File: config.mk
export PLATFORM = sky130hd
export DESIGN_NAME = systolic_skew_feeder_flat
export DESIGN_NICKNAME = d
export VERILOG_FILES = /design/src/rtl/systolic_skew_feeder_if.sv /design/src/rtl/systolic_skew_feeder.sv /design/src/flat_wrapper.sv
export SDC_FILE = /design/constraint.sdc
export NUM_CORES = 1
export LEC_CHECK = 0
export CAP_MARGIN = 30
export CORE_ASPECT_RATIO = 1.2
export CORE_MARGIN = 4
export CORE_UTILIZATION = 35
export DETAILED_ROUTE_END_ITERATION = 7
export SLEW_MARGIN = 5
export SYNTH_ARGS = -nofsm -noshare
export SYNTH_HDL_FRONTEND = slang
export SYNTH_SLANG_ARGS = --single-unit
export TNS_END_PERCENT = 1
File: constraint.sdc
create_clock -name CLK -period 2.56 [get_ports CLK]
set_clock_uncertainty 0.1 [all_clocks]
set_input_delay 0.512 -clock CLK [delete_from_list [all_inputs] [get_ports CLK]]
set_output_delay 0.512 -clock CLK [all_outputs]
set_load 0.01 [all_outputs]
File: src/rtl/systolic_skew_feeder_if.sv
// Beat-side handshake and MMU-facing lanes of systolic_skew_feeder.
// Stall_Cnt is present only when STALL_COUNT_EN is defined.
interface systolic_skew_feeder_if #(
    parameter int WIDTH  = 8,
    parameter int LENGTH = 3
);
    logic                          In_Valid;
    logic                          In_Ready;
    logic [LENGTH-1:0][WIDTH-1:0]  In_A;
    logic [LENGTH-1:0][WIDTH-1:0]  In_B;
    logic [LENGTH-1:0][WIDTH-1:0]  Mmu_Inputs;
    logic [LENGTH-1:0][WIDTH-1:0]  Mmu_Weights;
    logic                          Mmu_En;
    logic                          Mmu_Clr;
    logic                          Result_Valid;
    logic                          Result_Ack;
    logic                          Busy;
`ifdef STALL_COUNT_EN
    logic [15:0]                   Stall_Cnt;

    modport master (
        output In_Valid, In_A, In_B, Result_Ack,
        input  In_Ready, Mmu_Inputs, Mmu_Weights, Mmu_En, Mmu_Clr,
               Result_Valid, Busy, Stall_Cnt
    );
    modport slave (
        input  In_Valid, In_A, In_B, Result_Ack,
        output In_Ready, Mmu_Inputs, Mmu_Weights, Mmu_En, Mmu_Clr,
               Result_Valid, Busy, Stall_Cnt
    );
`else
    modport master (
        output In_Valid, In_A, In_B, Result_Ack,
        input  In_Ready, Mmu_Inputs, Mmu_Weights, Mmu_En, Mmu_Clr,
               Result_Valid, Busy
    );
    modport slave (
        input  In_Valid, In_A, In_B, Result_Ack,
        output In_Ready, Mmu_Inputs, Mmu_Weights, Mmu_En, Mmu_Clr,
               Result_Valid, Busy
    );
`endif
endinterface

File: src/rtl/systolic_skew_feeder.sv
// Skews one LENGTH-beat tile into the MMU lanes, sequences EN/clear and flags the final result.
// Optional STALL_COUNT_EN macro adds a saturating count of starved LOAD cycles (Stall_Cnt).
module systolic_skew_feeder #(
    parameter int WIDTH      = 8,
    parameter int LENGTH     = 3,
    parameter int PIPE_SLACK = 1
) (
    input  logic                 CLK,
    input  logic                 ASYNC_RST,
    input  logic                 SYNC_RST,
    systolic_skew_feeder_if.slave bus
);
    localparam int CW        = $clog2(2 * LENGTH + PIPE_SLACK) + 1;
    localparam int DRAIN_LEN = 2 * LENGTH - 1 + PIPE_SLACK;

    localparam logic [CW-1:0] LAST_BEAT  = CW'(LENGTH - 1);
    localparam logic [CW-1:0] LAST_DRAIN = CW'(DRAIN_LEN - 1);

    typedef enum logic [1:0] {IDLE, LOAD, DRAIN, DONE} state_t;

    state_t          state;
    logic [CW-1:0]   beat_cnt;
    logic [CW-1:0]   drain_cnt;
    logic            mmu_en;
    logic            mmu_clr;
    logic            result_valid;
    logic            ready;
    logic            take;
    logic            shift;

    assign ready = (state == IDLE) || (state == LOAD);
    assign take  = ready && bus.In_Valid;
    // Lanes and array advance together; a starved LOAD cycle freezes both.
    assign shift = take || (state == DRAIN);

    assign bus.In_Ready     = ready;
    assign bus.Busy         = (state != IDLE);
    assign bus.Mmu_En       = mmu_en;
    assign bus.Mmu_Clr      = mmu_clr;
    assign bus.Result_Valid = result_valid;

`ifdef STALL_COUNT_EN
    logic [15:0] stall_cnt;
    assign bus.Stall_Cnt = stall_cnt;
`endif

    always_ff @(posedge CLK or negedge ASYNC_RST) begin
        if (!ASYNC_RST) begin
            state        <= IDLE;
            beat_cnt     <= '0;
            drain_cnt    <= '0;
            mmu_en       <= 1'b0;
            mmu_clr      <= 1'b0;
            result_valid <= 1'b0;
`ifdef STALL_COUNT_EN
            stall_cnt    <= '0;
`endif
        end else if (SYNC_RST) begin
            state        <= IDLE;
            beat_cnt     <= '0;
            drain_cnt    <= '0;
            mmu_en       <= 1'b0;
            mmu_clr      <= 1'b0;
            result_valid <= 1'b0;
`ifdef STALL_COUNT_EN
            stall_cnt    <= '0;
`endif
        end else begin
            mmu_clr <= 1'b0;
            mmu_en  <= shift;
`ifdef STALL_COUNT_EN
            if (state == LOAD && !bus.In_Valid && stall_cnt != 16'hFFFF)
                stall_cnt <= stall_cnt + 16'd1;
`endif
            case (state)
                IDLE: begin
                    if (bus.In_Valid) begin
                        beat_cnt  <= CW'(1);
                        drain_cnt <= '0;
                        state     <= (LENGTH == 1) ? DRAIN : LOAD;
                    end
                end
                LOAD: begin
                    if (bus.In_Valid) begin
                        beat_cnt <= beat_cnt + CW'(1);
                        if (beat_cnt == LAST_BEAT)
                            state <= DRAIN;
                    end
                end
                DRAIN: begin
                    if (drain_cnt == LAST_DRAIN) begin
                        state        <= DONE;
                        result_valid <= 1'b1;
                        // The final zero-flush step is not needed; keep the array idle in DONE.
                        mmu_en       <= 1'b0;
                    end else begin
                        drain_cnt <= drain_cnt + CW'(1);
                    end
                end
                DONE: begin
                    if (bus.Result_Ack) begin
                        state        <= IDLE;
                        result_valid <= 1'b0;
                        mmu_clr      <= 1'b1;
                        beat_cnt     <= '0;
                        drain_cnt    <= '0;
`ifdef STALL_COUNT_EN
                        stall_cnt    <= '0;
`endif
                    end
                end
                default: state <= IDLE;
            endcase
        end
    end

    // Lane r is a chain of r+1 registers; its last stage drives the MMU directly.
    for (genvar r = 0; r < LENGTH; r++) begin : g_lane
        logic [WIDTH-1:0] a_sr [0:r];
        logic [WIDTH-1:0] b_sr [0:r];

        always_ff @(posedge CLK or negedge ASYNC_RST) begin
            if (!ASYNC_RST) begin
                for (int j = 0; j <= r; j++) begin
                    a_sr[j] <= '0;
                    b_sr[j] <= '0;
                end
            end else if (SYNC_RST) begin
                for (int j = 0; j <= r; j++) begin
                    a_sr[j] <= '0;
                    b_sr[j] <= '0;
                end
            end else if (shift) begin
                a_sr[0] <= take ? bus.In_A[r] : '0;
                b_sr[0] <= take ? bus.In_B[r] : '0;
                for (int j = 1; j <= r; j++) begin
                    a_sr[j] <= a_sr[j-1];
                    b_sr[j] <= b_sr[j-1];
                end
            end
        end

        assign bus.Mmu_Inputs[r]  = a_sr[r];
        assign bus.Mmu_Weights[r] = b_sr[r];
    end
endmodule

File: src/flat_wrapper.sv
// flat-port wrapper written by rule: the top's interface ports become plain ports
module systolic_skew_feeder_flat 
#(
    parameter int WIDTH      = 8,
    parameter int LENGTH     = 3,
    parameter int PIPE_SLACK = 1
)
  (CLK, ASYNC_RST, SYNC_RST, bus_In_Valid, bus_In_A, bus_In_B, bus_Result_Ack, bus_In_Ready, bus_Mmu_Inputs, bus_Mmu_Weights, bus_Mmu_En, bus_Mmu_Clr, bus_Result_Valid, bus_Busy);
  systolic_skew_feeder_if #(.WIDTH(WIDTH), .LENGTH(LENGTH)) bus_i ();
  input  logic CLK;
  input  logic ASYNC_RST;
  input  logic SYNC_RST;
  input wire logic [$bits(bus_i.In_Valid)-1:0] bus_In_Valid;
  input wire logic [$bits(bus_i.In_A)-1:0] bus_In_A;
  input wire logic [$bits(bus_i.In_B)-1:0] bus_In_B;
  input wire logic [$bits(bus_i.Result_Ack)-1:0] bus_Result_Ack;
  output wire logic [$bits(bus_i.In_Ready)-1:0] bus_In_Ready;
  output wire logic [$bits(bus_i.Mmu_Inputs)-1:0] bus_Mmu_Inputs;
  output wire logic [$bits(bus_i.Mmu_Weights)-1:0] bus_Mmu_Weights;
  output wire logic [$bits(bus_i.Mmu_En)-1:0] bus_Mmu_En;
  output wire logic [$bits(bus_i.Mmu_Clr)-1:0] bus_Mmu_Clr;
  output wire logic [$bits(bus_i.Result_Valid)-1:0] bus_Result_Valid;
  output wire logic [$bits(bus_i.Busy)-1:0] bus_Busy;
  assign bus_i.In_Valid = bus_In_Valid;
  assign bus_i.In_A = bus_In_A;
  assign bus_i.In_B = bus_In_B;
  assign bus_i.Result_Ack = bus_Result_Ack;
  assign bus_In_Ready = bus_i.In_Ready;
  assign bus_Mmu_Inputs = bus_i.Mmu_Inputs;
  assign bus_Mmu_Weights = bus_i.Mmu_Weights;
  assign bus_Mmu_En = bus_i.Mmu_En;
  assign bus_Mmu_Clr = bus_i.Mmu_Clr;
  assign bus_Result_Valid = bus_i.Result_Valid;
  assign bus_Busy = bus_i.Busy;
  systolic_skew_feeder #(.WIDTH(WIDTH), .LENGTH(LENGTH), .PIPE_SLACK(PIPE_SLACK)) u_core (.CLK(CLK), .ASYNC_RST(ASYNC_RST), .SYNC_RST(SYNC_RST), .bus(bus_i));
endmodule
* Word level (Yosys, flattened, before mapping)
Index checks and enable logic that the tools add are counted.
** Word-level totals
- Bits in registers :: 109
- Bits in latches :: 0
- Bits in writable memories :: 0
- Bits in read-only memories :: 0
- Bits of input ports :: 53
- Output and inout port bits :: 53
- Word-level logic and storage cells :: 88
- Memories kept :: 0
** Operators by class
- $add $sub $neg :: 2
- Multiply operators :: 0
- Divide/modulo/power cells :: 0
- Order comparisons :: 0
- Eq/ne operators :: 11
- Shifts and indexed selects :: 0
- Multiplexer cells :: 44
- Bitwise logic cells :: 0
- Reductions and logical operators :: 13
** Operator list (count)
- two-way mux 24 bit :: 4
- two-way mux 8 bit :: 10
- two-way mux 16 bit :: 4
- two-way mux 4 bit :: 7
- case mux 4 bit (3 select lines) :: 2
- inequality test 3 bit (second input constant) :: 6
- two-way mux 2 bit :: 6
- two-way mux 1 bit :: 9
- adder 4 x 1 -> 4 bit (second input constant) :: 2
- case mux 2 bit (4 select lines) :: 1
- AND reduction 4 bit :: 2
- nonzero test 4 bit :: 2
- AND reduction 5 bit :: 1
- == test 2 bit (second input constant) :: 2
- == test 4 x 2 -> 1 bit (second input constant) :: 1
- == test 4 x 3 -> 1 bit (second input constant) :: 1
- nonzero test 2 bit :: 2
- AND reduction 3 bit :: 1
- nonzero test 3 bit :: 1
- == test 2 x 1 -> 1 bit (second input constant) :: 1
- zero test 2 bit :: 1
- logical OR 1 bit :: 2
- case mux 1 bit (2 select lines) :: 1
- logical AND 1 bit :: 1

* Depth between registers and ports, before layout
- Word-level depth :: 7
- Mapped depth :: 10
- Depth with buffers taken out :: 7

* Worst setup path after synthesis
OpenSTA, ideal clock, no wires.
- Kind :: reg-to-reg
- Start point :: register u_core.state[1]
- End point :: register u_core.g_lane[1].a_sr (netlist bit u_core.bus.Mmu_Inputs[15])
- Library setup time :: 0.121 ns
- Arrival time :: 1.671 ns
- Required time :: 2.339 ns
- Path slack :: 0.668 ns
- Stages on the path, launching flop included :: 11
- Buffers on the path :: 3
- Clock period less this slack :: 1.892 ns
- Path through :: dfrtp_1 inv_1 ha_1 nor2_2 inv_2 a21oi_2 and2b_1 buf_2 buf_6 buf_6 a22o_1
** Between the ends
- Word-level cells in the longest chain between the ends :: 5
- Elaborated cells between the ends (all ways) :: 7
- Those cells by class :: 2 x eq/ne; 5 x reduce/logical
** Ends and longest elaborated chain
- from (decl) :: line systolic_skew_feeder.sv:21 : state_t state;
- from (signal assigned) :: line systolic_skew_feeder.sv:80 : state <= (LENGTH == 1) ? DRAIN : LOAD;
- == test 2 x 1 -> 1 bit or zero test 2 bit (tied branches) :: line systolic_skew_feeder.sv:31 : assign ready = (state == IDLE) || (state == LOAD);
- logical OR 1 bit * :: line systolic_skew_feeder.sv:31
- via bus_In_Ready :: line flat_wrapper.sv:17 : output wire logic [$bits(bus_i.In_Ready)-1:0] bus_In_Ready;
- logical AND 1 bit * :: line systolic_skew_feeder.sv:32 : assign take = ready && bus.In_Valid;
- logical OR 1 bit * :: line systolic_skew_feeder.sv:34 : assign shift = take || (state == DRAIN);
- nonzero test 2 bit (no source line) *
- to (signal, indexed assignment) :: line systolic_skew_feeder.sv:137 : a_sr[j] <= a_sr[j-1];
- to (decl) :: line systolic_skew_feeder.sv:119 : logic [WIDTH-1:0] a_sr [0:r];
The timed path passes the listed nets; every way through them passes the cells marked *.
A chain may end at the register's enable or synchronous reset.

* Worst setup path after layout
- Start point :: register u_core.state[1]
- End point :: output port bus_In_Ready
** Between the ends
- Word-level cells in the longest chain between the ends :: 2
- Elaborated cells between the ends (all ways) :: 3
- Those cells by class :: 1 x eq/ne; 2 x reduce/logical
** Ends and longest elaborated chain (line)
- == test 2 x 1 -> 1 bit or zero test 2 bit (tied branches) :: systolic_skew_feeder.sv:31
- logical OR 1 bit * :: systolic_skew_feeder.sv:31
- to (decl) :: flat_wrapper.sv:17
Every way passes the cells marked *; elsewhere a longest branch is shown, timed or not.

==> summary.md <==
| Metric | Value |
|---|---|
| IO Pins | roughly 110 |
| Pwr Total | around 0.0049 W |
| Clock slew at reported path FFs | approximately 0.08 ns |
| Peak Freq | between 400 and 500 MHz |
| Sink Count | approximately 110 |
| Status | finished clean |
| Via count of the routed design | between 3000 and 4000 |
| Initial core utilization | 35.53% |
| Skew-Pair Late Insertion Delay | 0.34 ns |
| Rows | 45 |
| P_leak | between 2 and 3 nW |
| Postcts setup bufs | 0 |
| Overflow after GRT | 0 |
| Hold_buf cts | 0 |
| Register bit total from synthesis | between 100 and 150 |
| Slew Limit Fails | 0 |
| Post-synth ARST share | 100.0% |
| CTS H-tree depth | 3 |
| Slowest stage cell, crit path | clkdlybuf4s50_1 |
| Critical-path cell list | inv_1 > ha_4 > nor2_2 > inv_2 > clkdlybuf4s50_1 |
| Vias per cell | just over 5 |
| HPWL after DPL | about 6300 µm |
| Critical path launch point type | flop |
| Die Area | about 15000 µm² |
| Crit path DAT | about 1.8 ns |
| Post_cts resized | 1 |
| Core area | roughly 13000 µm² |
| Pwr/cell area | between 800 and 900 nW/µm² |
| Peak supply drop | 0.4768 mV |
| Register area share after synthesis | 60.88% |
| Slowest stage delay, CP | ~0.55 ns |
| Largest net degree at the start of global routing | 53 |
| Delay-heaviest family, CP | buffers and inverters |
| Worst rel slew slack | approximately 55% |
| First-pass GRT wire length | about 16000 µm |
| Initial antenna violation count | 1 |
| Total of max-cap violations | 0 |
| DRC viols | 0 |
| Post-layout util | about 46% |
| Cell count after synthesis | about 350 |
| Tmin final | ~2.4 ns |
| Critical path type | reg -> out |
| Synth warnings | 0 |
| Worst-Margin Slew | 0.6705 ns |
| Dominant synthesized flop cell | dfrtp_1 |
| Worst Setup End Kind | output port |
| Maximum clock insertion buffer count | 2 |
| GPL Wtd Cong | 0.8412 |
| Post-DRT Antenna Nets | 0 |
| Worst EP required | between 1.5 and 2 ns |
| Final non-filler cell total | 588 |
| Cts bufs inserted | 9 |
| Layout cell share with drive strength beyond 1 | a little under a tenth |
| DP Cell Count | roughly 570 |
| Post-synth top area cell | dfrtp_1 |
| R2R Path Start | u_core.state[1] |
| Tot GR Track Use | 13.03% |
| Layout area overhead | 30.41% |
| Fillcell total | approximately 1200 |
| HP Class | in -> async |
| Starting DRT DRC Count | 210 |
| Vias in the first global route | slightly below 3000 |
| Share of the synthesized area in the top cell type | around 60% |
| Critical path launch point | u_core.state[1] |
| Antenna Cells | 0 |
| Hold Vio Cnt, Final | 0 |
| Synth area leaders | dfrtp_1 (61%), a22o_1 (19%), buf_4 (5.4%), ha_1 (2.2%), buf_2 (1.5%) |
| # nets final | 480 |
| CP bufs+invs | 3 |
| Final setup fails | 0 |
| Die height | around 130 µm |
| DIE WIDTH | roughly 110 µm |
| Synthesized area | ~4500 µm² |
| TritonCTS clock tree | built |
| Crit-path max FO | 7 |
| WHS | between 0.08 and 0.09 ns |
| EDFF count, synth | 0 |
| Distinct cells, synth | 37 |
| Mapped Nets | ~400 |
| I/O Buffers | around 110 |
| RSZ-0062 raised after global routing | false |
| Final period util | about 96% |
| DR WL/cell | 16.32 µm |
| Mean post-synth cell area | approximately 13 µm² |
| Root buffer cell | clkbuf_16 |
| DRT Wirelength | 9597 µm |
| Setup TNS | 0 ns |
| Drt first pass iters | 5 |
-- cell usage in the layout (no fill, tap or decap), drive strengths merged, types with 2 or more instances in the layout --
cell type / n
clkdlybuf4s50: 104
a22o: 96
clkinv: 3
o21ai: 11
nand3: 2
nand3b: 2
clkbuf: 9
a31oi: 2
a21oi: 6
ha: 8
and3b: 2
nand2: 9
dfrtp: 109
inv: 11
or3: 3
nand2b: 5
nor2: 11
buf: 13
-- per-layer routing --
| metal | wire length [µm] | track usage, % | share of wire [%] |
|---|---|---|---|
| met5 | 13 | 0 | 0.14 |
| met1 | 4659 | 18.61 | 49 |
| met2 | 4333 | 19.52 | 45 |
| met3 | 473 | 2.938 | 4.9 |
| met4 | 117 | 4.665 | 1.2 |
-- registers in the layout, indices dropped and copies added, names as in the netlist --
name	cells
u_core.drain_cnt	4
u_core.bus.Result_Valid	1
u_core.g_lane.b_sr	32
u_core.state	2
u_core.bus.Mmu_Clr	1
u_core.bus.Mmu_Weights	16
u_core.bus.Mmu_Inputs	16
u_core.bus.Mmu_En	1
u_core.beat_cnt	4
u_core.g_lane.a_sr	32
-- final timing paths --
| check | endpoint | slack (ns) | cells past startpoint |
|---|---|---|---|
| min | u_core.beat_cnt[1] | 0.08 | 1 |
| min in group CLK | u_core.bus.Mmu_Inputs[11] | 0.40 | 1 |
| max | bus_In_Ready | 0.11 | 5 |
| max reg2reg | u_core.g_lane[1].a_sr[8] | 0.36 | 8 |
| min reg2reg | u_core.bus.Mmu_Inputs[11] | 0.40 | 1 |
| max in group asynchronous | u_core.bus.Mmu_Weights[15] | 1.59 | 2 |
-- stage by stage --
step           setup WS (ns)  area [µm²]
2_1_floorplan         0.6678        4481
6_report              0.1146        5843
5_1_grt             0.005813        5843
3_5_place_dp         0.08478        5504
4_1_cts              0.05181        5814
3_3_place_gp          0.1639        5504
-- final cells by class --
cell class	instances	area, µm²	share of cell area (%)
sequential	109	2729	46.70
multi-input combinational	173	1381	23.64
clock inverter	7	82.58	1.413
inverter	9	33.78	0.5782
timing repair buffer	117	1186	20.30
clock buffer	9	225.2	3.854
tap	164	205.2	3.512
-- logic make-up after synthesis --
kind of cell / count (synthesis) / share of synthesized area [%]
fa+ha+maj: 8 / 2.234
flops: 109 / 60.88
compound gates: 123 / 22.54
mux: 1 / 0.2513
buf+inv: 64 / 9.243
simple gates: 41 / 4.859
-- power by group --
part	leakage (nW)	internal, W	switching, W
logic	1.01	0.000640	0.000705
clock network	0.149	0.000775	0.000652
registers	1.49	0.00195	0.000147
-- synth_stat cells, types with 2 or more instances --
cell      count
a21oi_1       5
inv_1         8
ha_1          8
buf_2        13
nand2b_1      5
buf_4        32
buf_6         5
o21ai_0      11
nand3_1       2
clkbuf_1      5
and3b_1       2
nand3b_1      2
dfrtp_1     109
nor2_1       10
a22o_1       96
a31oi_1       2
or3_1         3
nand2_1       9
Note: power is estimated with default switching activity, not from simulation.
